===== src/rtl/regfile_dump_if.sv =====
// Beat stream from the register-file dumper to the debug/trace path.
// Each beat carries one (index, word) pair and a last-beat marker.
interface regfile_dump_if #(
  parameter int DATA_W = 32,
  parameter int ADDR_W = 5
);
  logic              valid;
  logic              ready;
  logic [ADDR_W-1:0] index;
  logic [DATA_W-1:0] data;
  logic              last;

  modport master (output valid, output index, output data, output last, input ready);
  modport slave  (input valid, input index, input data, input last, output ready);
endinterface


===== src/rtl/regfile_dump.sv =====
// Sequential debug reader: walks register-file port A1/RD1 over an inclusive
// index range, streams (index, word) beats and keeps an XOR checksum of them.
module regfile_dump #(
  parameter int DATA_W = 32,
  parameter int ADDR_W = 5
) (
  input  logic              clk,
  input  logic              reset,
  input  logic              i_start,
  input  logic [ADDR_W-1:0] i_first,
  input  logic [ADDR_W-1:0] i_last,
  output logic [ADDR_W-1:0] o_rf_addr,
  input  logic [DATA_W-1:0] i_rf_data,
  regfile_dump_if.master    o_out,
  output logic              o_busy,
  output logic              o_done,
  output logic              o_range_err,
  output logic [DATA_W-1:0] o_checksum
);

  localparam logic [1:0] S_IDLE = 2'd0;
  localparam logic [1:0] S_READ = 2'd1;
  localparam logic [1:0] S_SEND = 2'd2;
  localparam logic [1:0] S_DONE = 2'd3;

  logic [1:0]        r_state;
  logic [ADDR_W-1:0] r_rf_addr;
  logic [ADDR_W-1:0] r_last_idx;
  logic [ADDR_W-1:0] r_out_index;
  logic [DATA_W-1:0] r_out_data;
  logic [DATA_W-1:0] r_checksum;
  logic              r_out_valid;
  logic              r_out_last;
  logic              r_err;
  logic              r_done;
  logic              r_range_err;

  logic w_fire;
  logic w_range_ok;

  assign w_fire     = r_out_valid && o_out.ready;
  assign w_range_ok = (i_first <= i_last);

  always_ff @(posedge clk) begin
    if (reset) begin
      r_state     <= S_IDLE;
      r_rf_addr   <= '0;
      r_last_idx  <= '0;
      r_out_index <= '0;
      r_out_data  <= '0;
      r_checksum  <= '0;
      r_out_valid <= 1'b0;
      r_out_last  <= 1'b0;
      r_err       <= 1'b0;
      r_done      <= 1'b0;
      r_range_err <= 1'b0;
    end else begin
      r_done      <= 1'b0;
      r_range_err <= 1'b0;
      case (r_state)
        S_IDLE: begin
          if (i_start) begin
            r_checksum <= '0;
            if (w_range_ok) begin
              r_last_idx <= i_last;
              r_rf_addr  <= i_first;
              r_err      <= 1'b0;
              r_state    <= S_READ;
            end else begin
              r_err   <= 1'b1;
              r_state <= S_DONE;
            end
          end
        end
        S_READ: begin
          // RD1 is sampled here, so a write landing on this same edge is not seen.
          r_out_data  <= i_rf_data;
          r_out_index <= r_rf_addr;
          r_out_last  <= (r_rf_addr == r_last_idx);
          r_out_valid <= 1'b1;
          r_state     <= S_SEND;
        end
        S_SEND: begin
          if (w_fire) begin
            r_checksum  <= r_checksum ^ r_out_data;
            r_out_valid <= 1'b0;
            if (r_out_last) begin
              r_state <= S_DONE;
            end else begin
              // Never increments past the latched last index, so no wrap.
              r_rf_addr <= r_rf_addr + 1'b1;
              r_state   <= S_READ;
            end
          end
        end
        S_DONE: begin
          r_done      <= 1'b1;
          r_range_err <= r_err;
          r_state     <= S_IDLE;
        end
        default: r_state <= S_IDLE;
      endcase
    end
  end

  assign o_rf_addr   = r_rf_addr;
  assign o_out.valid = r_out_valid;
  assign o_out.index = r_out_index;
  assign o_out.data  = r_out_data;
  assign o_out.last  = r_out_last;
  assign o_busy      = (r_state != S_IDLE);
  assign o_done      = r_done;
  assign o_range_err = r_range_err;
  assign o_checksum  = r_checksum;

endmodule

===== src/flat_wrapper.sv =====
// flat-port wrapper written by rule: the top's interface ports become plain ports
module regfile_dump_flat 
#(
  parameter int DATA_W = 32,
  parameter int ADDR_W = 5
)
  (clk, reset, i_start, i_first, i_last, o_rf_addr, i_rf_data, o_busy, o_done, o_range_err, o_checksum, o_out_valid, o_out_index, o_out_data, o_out_last, o_out_ready);
  regfile_dump_if #(.DATA_W(DATA_W), .ADDR_W(ADDR_W)) o_out_i ();
  input  logic clk;
  input  logic reset;
  input  logic i_start;
  input  logic [ADDR_W-1:0] i_first;
  input  logic [ADDR_W-1:0] i_last;
  output logic [ADDR_W-1:0] o_rf_addr;
  input  logic [DATA_W-1:0] i_rf_data;
  output logic o_busy;
  output logic o_done;
  output logic o_range_err;
  output logic [DATA_W-1:0] o_checksum;
  output wire logic [$bits(o_out_i.valid)-1:0] o_out_valid;
  output wire logic [$bits(o_out_i.index)-1:0] o_out_index;
  output wire logic [$bits(o_out_i.data)-1:0] o_out_data;
  output wire logic [$bits(o_out_i.last)-1:0] o_out_last;
  input wire logic [$bits(o_out_i.ready)-1:0] o_out_ready;
  assign o_out_valid = o_out_i.valid;
  assign o_out_index = o_out_i.index;
  assign o_out_data = o_out_i.data;
  assign o_out_last = o_out_i.last;
  assign o_out_i.ready = o_out_ready;
  regfile_dump #(.DATA_W(DATA_W), .ADDR_W(ADDR_W)) u_core (.clk(clk), .reset(reset), .i_start(i_start), .i_first(i_first), .i_last(i_last), .o_rf_addr(o_rf_addr), .i_rf_data(i_rf_data), .o_out(o_out_i), .o_busy(o_busy), .o_done(o_done), .o_range_err(o_range_err), .o_checksum(o_checksum));
endmodule

===== config.mk =====
export PLATFORM = sky130hd
export DESIGN_NAME = regfile_dump_flat
export DESIGN_NICKNAME = d
export VERILOG_FILES = /design/src/rtl/regfile_dump_if.sv /design/src/rtl/regfile_dump.sv /design/src/flat_wrapper.sv
export SDC_FILE = /design/constraint.sdc
export NUM_CORES = 1
export LEC_CHECK = 0
export ABC_AREA = 1
export CORE_ASPECT_RATIO = 2
export CORE_MARGIN = 2
export CORE_UTILIZATION = 45
export DETAILED_ROUTE_END_ITERATION = 10
export GPL_TIMING_DRIVEN = 0
export PLACE_DENSITY_LB_ADDON = 0.08
export SLEW_MARGIN = 30
export SYNTH_ARGS = -nofsm -noshare
export SYNTH_HDL_FRONTEND = slang
export SYNTH_SLANG_ARGS = --single-unit
export TNS_END_PERCENT = 10

===== constraint.sdc =====
create_clock -name clk -period 1.8 [get_ports clk]
set_input_delay 0.18 -clock clk [delete_from_list [all_inputs] [get_ports clk]]
set_output_delay 0.18 -clock clk [all_outputs]
set_load 0.005 [all_outputs]

==> impl_metrics.toml, run 1 <==
[min_path]
hp-class = "in -> reg"
hold_start = "o_out_ready"
min_path_cells = 2
min_to = "u_core.o_out.valid"

[placement]
pre_cts_ws_ps = -189
place_hpwl_microns = 6890
globalplace.congestion = 0.818
portBuffers = 124
place_area_sq_um = 4940
place_inst = 678

[global_route]
gr-total-overflow = 0
grt_pass1_wl_microns = 14500
grt_pass1_vias = 3058
track_usage = 0.219
antenna_found_initial = 0
grt_max_degree = 15

[cts]
numCtsBuffers = 9
cts_max_level = 3
clock-sinks = 86
cts_root_buf = "clkbuf_16"
clk-insertion-delay-late_ps = 340
cts_tree = "yes"
path_clk_slew_ps = 60
clock_path_buffers = 2
cts_hold_buf = 0

[synthesis]
synthSimpleGateAreaFrac = 0.188
syn_nets = 510
synthFlopType = "dfxtp_1"
synth-seq-cells = 86
synth-compound-area-share = 0.204
synth-edff-count = 0
synthCells = 458
async_flop_share = 0
syn_area_sq_um = 3580
synth_most_common_cell = "dfxtp_1"
yosys_warnings = 0
ys_top_cells_by_count = "dfxtp_1, inv_1, a21oi_1"
synth_area_leaders = "dfxtp_1, a21oi_1, o21ai_0"
synth.avg_cell_area_sq_um = 7.82
synthAdderAreaFrac = 0.0210
synth_top_cell_by_area = "dfxtp_1"
yosysSeqAreaShare = 0.481
synth_top_area_share = 0.481
synth_top_family_by_area = "compound AO/OA/AOI/OAI gates"
muxShareOfSynthArea = 0
synth.distinct_cells = 27
synth_xor_area_frac = 0.00734

[timing]
setup_violations = 0
rsz0062_at_grt = "yes"
report.final.slew_viol_count = 0
fin_worst_skew_ps = 3.72
fmax_ghz = 0.568
relSlewSlack = 0.674
hold_violations = 0
period_share = 0.978
post-route-min-period_ps = 1760
tightest_slew_ps = 489
fin_hold_ws_ps = 415
fin_ws_ps = 39.0

[route]
firstDrtPassIters = 5
wl_per_cell_microns = 13.5
wirelength_microns = 9370
drtIter0Drc = 179
ant_nets = 0
vias = 3398
drc = 0
vias_per_cell = 4.90

[critical_path]
critPathMaxFanout = 10
crit_type = "reg -> reg"
rr_endpoint = "u_core.o_checksum[16]"
startpoint = "u_core.r_state[0]"
arrival_ps = 2020
crit_required_ps = 2060
startpoint_type = "flop"
r2r_cells = 9
reg2reg_slack_ps = 40
r2r-start = "u_core.r_state[0]"
cp-end-kind = "flop"

[power]
clkPwrFrac = 0.351
powerDensity_nw_per_um2 = 1280
power_frac_comb = 0.294
p_leak_uw = 0.00208
irDropWorstVdd_mv = 0.921
p_int_uw = 4800
power_switching_uw = 2010
seq_power_share = 0.355
swShare = 0.295

[outcome]
status = "finished clean"

[layout]
fin_cells = 694
diodes = 0
post-route-util = 0.682
fin_area_sq_um = 5340
nFillCells = 710
syn2layout_area_growth_pct = 49.1
final_nets = 645
drive_above_1_share = 0.0719

[floorplan]
row_count = 46
core_sq_um = 7830
die_x_microns = 67.1
die_h_microns = 130
dieArea_sq_um = 8730
ios = 125
start_util = 0.457

[job]
max-cap-violations = 0
-- stage by stage --
stage	setup TNS, ps	total power [uW]
after floorplan	0	3510
after global placement	-1610	4410
after detailed placement	-1770	4450
after CTS	0	6860
after global routing	-1700	7160
final	0	6810
-- power groups by stage --
stage,logic (uW),clock network (uW),registers [uW]
after global routing,2220,2480,2450
after global placement,1960,0,2450
after floorplan,1060,0,2450
after CTS,2010,2430,2420
final,2000,2390,2420
after detailed placement,1990,0,2460
-- layer usage --
| metal | routed length, microns | vias up | part of all wire | track usage |
|---|---|---|---|---|
| li1 | - | 1750 | - | - |
| met3 | 637 | 11 | 0.068 | 0.0698 |
| met5 | 0 | - | 0 | 0 |
| met1 | 4110 | 1549 | 0.44 | 0.274 |
| met4 | 149 | 0 | 0.016 | 0.0756 |
| met2 | 4480 | 88 | 0.48 | 0.352 |
-- worst max-delay path, stage by stage, from the launching register on --
cell,delay (ps)
dfxtp_1,450
nor2_2,130
nand2_1,90
nand2_2,70
nor2_4,290
inv_4,110
buf_12,180
nor2_4,90
o21ai_1,80
a21oi_1,180
-- worst max-delay path by stage --
stage | to | slack, ps | depth (start not counted)
2_1_floorplan | u_core.o_checksum[18] | 430 | 9
3_3_place_gp | u_core.r_last_idx[4] | -180 | 12
3_5_place_dp | u_core.o_rf_addr[4] | -190 | 12
4_1_cts | u_core.o_out.data[5] | 50 | 6
5_1_grt | u_core.o_checksum[16] | -130 | 7
6_report | u_core.o_checksum[16] | 40 | 9
-- cell usage in the layout, fill, tap and decap left out, types with 2 or more instances in the layout --
cell             count
nand2_1             48
nor3_1               7
ha_1                 6
buf_6                2
clkbuf_16            9
nand3_1              7
clkbuf_2             2
clkdlybuf4s50_1    124
dfxtp_1             86
o21ai_1             20
inv_1               65
bufinv_16            5
o21ai_0             58
or2_0                2
nor2_1              45
xnor2_1              2
nand2_2              2
nor2_4              17
a21oi_1             64
clkbuf_1            13
o31ai_1              2
-- registers in the layout, summed over array words and instances, names as in the netlist --
register,cells
u_core.o_checksum,32
u_core.r_err,1
u_core.r_state,2
u_core.o_done,1
u_core.o_rf_addr,5
u_core.o_out.last,1
u_core.o_range_err,1
u_core.r_last_idx,5
u_core.o_out.index,5
u_core.o_out.valid,1
u_core.o_out.data,32
-- layout make-up --
cell class,instances,area [sq um],area share
Sequential cell,86,1720,0.322
Multi-Input combinational cell,287,1510,0.283
Timing Repair Buffer,124,1240,0.232
Inverter,66,250,0.0469
Clock buffer,10,229,0.0429
Clock inverter,6,158,0.0295
Tap cell,96,120,0.0225
Buffer,19,106,0.0199
-- what timing repair did --
item / CTS / global route
endpoints found under the setup margin: 0 / 42
resized for setup: 0 / 6
setup buffers: 0 / 0
-- cells by family (layout without fill, tap and decap cells) --
family          Yosys count  count (layout)
flops                    86              86
buf+inv                  85             225
xor+xnor                  3               3
simple gates            133             133
compound gates          145             145
fa+ha+maj                 6               6
No activity file was read; power rests on OpenSTA's default activity.
==> run 2, diff against run 1 <==
--- a/config.mk
+++ b/config.mk
@@ -12,6 +12,7 @@
 export DETAILED_ROUTE_END_ITERATION = 10
 export GPL_TIMING_DRIVEN = 0
 export PLACE_DENSITY_LB_ADDON = 0.08
+export SETUP_SLACK_MARGIN = 0.1
 export SLEW_MARGIN = 30
 export SYNTH_ARGS = -nofsm -noshare
 export SYNTH_HDL_FRONTEND = slang
==> run 2 against run 1 <==
Highest routed layer unchanged. Count of clock-buffer cells in the layout stayed put. Critical path type is now reg -> out. Critical path depth decreased by 6. Largest power group unchanged. Clock skew about the same. Via count increased by 1.9%. Worst setup slack better by 150 ps. Global-route usage unchanged. Total power grew 1.5%. Hold slack hardly changed. Maximum frequency increased by 9.6%. Die area did not move. Sequential power is essentially flat.
==> impl_metrics.toml, run 2 (synthesis results as in run 1) <==
[layout]
fin_area_sq_um = 5410
syn2layout_area_growth_pct = 51.2
final_nets = 650
layout_common_cells = "clkdlybuf4s50_1, dfxtp_1, inv_1"
post-route-util = 0.692
nFillCells = 695
drive_above_1_share = 0.0945
mostFrequentLayoutCell = "clkdlybuf4s50_1"
diodes = 0

[timing]
fin_ws_ps = 194
hold_violations = 0
period_share = 0.892
fmax_ghz = 0.623
fin_hold_ws_ps = 415
post-route-min-period_ps = 1610
rsz0062_at_grt = "yes"
setup_violations = 0
report.final.slew_viol_count = 0
tightest_slew_ps = 498
relSlewSlack = 0.668
fin_worst_skew_ps = 3.82

[power]
seq_power_share = 0.351
p_leak_uw = 0.00212
clkPwrFrac = 0.346
powerDensity_nw_per_um2 = 1280
p_int_uw = 4860
power_frac_comb = 0.303
power_switching_uw = 2050
swShare = 0.297
irDropWorstVdd_mv = 0.919

[outcome]
status = "finished clean"

[floorplan]
start_util = 0.457
ios = 125
die_x_microns = 67.1
core_sq_um = 7830
row_count = 46
dieArea_sq_um = 8730
die_h_microns = 130

[placement]
portBuffers = 124
place_hpwl_microns = 6890
place_area_sq_um = 4940
globalplace.congestion = 0.818
pre_cts_ws_ps = -189

[cts]
numCtsBuffers = 9
cts_hold_buf = 0
cts_max_level = 3
clock-sinks = 86
cts_root_buf = "clkbuf_16"
clock_path_buffers = 2
clk-insertion-delay-late_ps = 340
cts_tree = "yes"
path_clk_slew_ps = 60

[global_route]
antenna_found_initial = 0
grt_pass1_wl_microns = 14500
grt_pass1_vias = 3083
track_usage = 0.219
grt_max_degree = 15
gr-total-overflow = 0

[route]
vias = 3464
drtIter0Drc = 169
firstDrtPassIters = 5
vias_per_cell = 4.96
wl_per_cell_microns = 13.6
ant_nets = 0
drc = 0
wirelength_microns = 9480

[min_path]
hp-class = "in -> reg"
hold_start = "o_out_ready"

[critical_path]
critPathMaxFanout = 4
startpoint = "u_core.r_state[0]"
crit_required_ps = 1620
r2r-start = "u_core.r_state[1]"
arrival_ps = 1430
startpoint_type = "flop"
crit_type = "reg -> out"
cp-end-kind = "output port"

[job]
max-cap-violations = 0
## run 2: changes by cell type in the layout (fill, tap and decap cells not counted), sizes merged
cell,previous run,this run
clkbuf,24,25
buf,5,8
nand3,8,9
## run 2: path summary, 6_finish.rpt
path	endpoint	slack, ps	depth (start not counted)
setup / recovery	o_busy	190	3
hold / removal	u_core.o_out.valid	410	2
setup reg to reg	u_core.o_checksum[16]	250	10
hold reg to reg	u_core.o_checksum[28]	450	1
## run 2: worst max-delay path: stages (launching register included)
cell,delay [ps]
dfxtp_2,360
nor2_2,190
inv_1,80
clkdlybuf4s50_1,450
## run 2: layout make-up
class                   count  area [sq um]  share of cell area
flip-flops and latches     86          1720               0.318
multi-input cells         288          1550               0.287
repair buffers            128          1270               0.235
inverters                  66           250              0.0462
clock buffers              10           229              0.0423
clock inverters             6           158              0.0291
well taps                  96           120              0.0222
plain buffers              19           110              0.0203
## run 2: power groups by stage
stage          registers, uW  clock network [uW]  logic [uW]
2_1_floorplan           2450                   0        1060
3_3_place_gp            2450                   0        1960
3_5_place_dp            2460                   0        1990
4_1_cts                 2420                2430        2060
5_1_grt                 2460                2480        2320
6_report                2420                2390        2090
## run 2: through the flow
| step | setup TNS, ps | power, uW | cells |
|---|---|---|---|
| 3_5_place_dp | -1770 | 4450 | 678 |
| 5_1_grt | 0 | 7260 | 699 |
| 4_1_cts | 0 | 6910 | 698 |
| 2_1_floorplan | 0 | 3510 | 458 |
| 6_report | 0 | 6910 | 699 |
| 3_3_place_gp | -1610 | 4410 | 678 |
## run 2: what timing repair did
item,4_1_cts,5_1_grt
pin swaps,1,2
gates resized for setup,2,15
endpoints found under the setup margin,21,46
setup buffers,4,0
cloned,0,1
## run 2: layer usage
layer  GRT usage  vias up  wire length [microns]
li1            -     1757                      -
met5           0        -                      0
met2       0.353      114                   4510
met3      0.0707       15                    721
met1       0.273     1578                   4070
met4      0.0756        0                    178
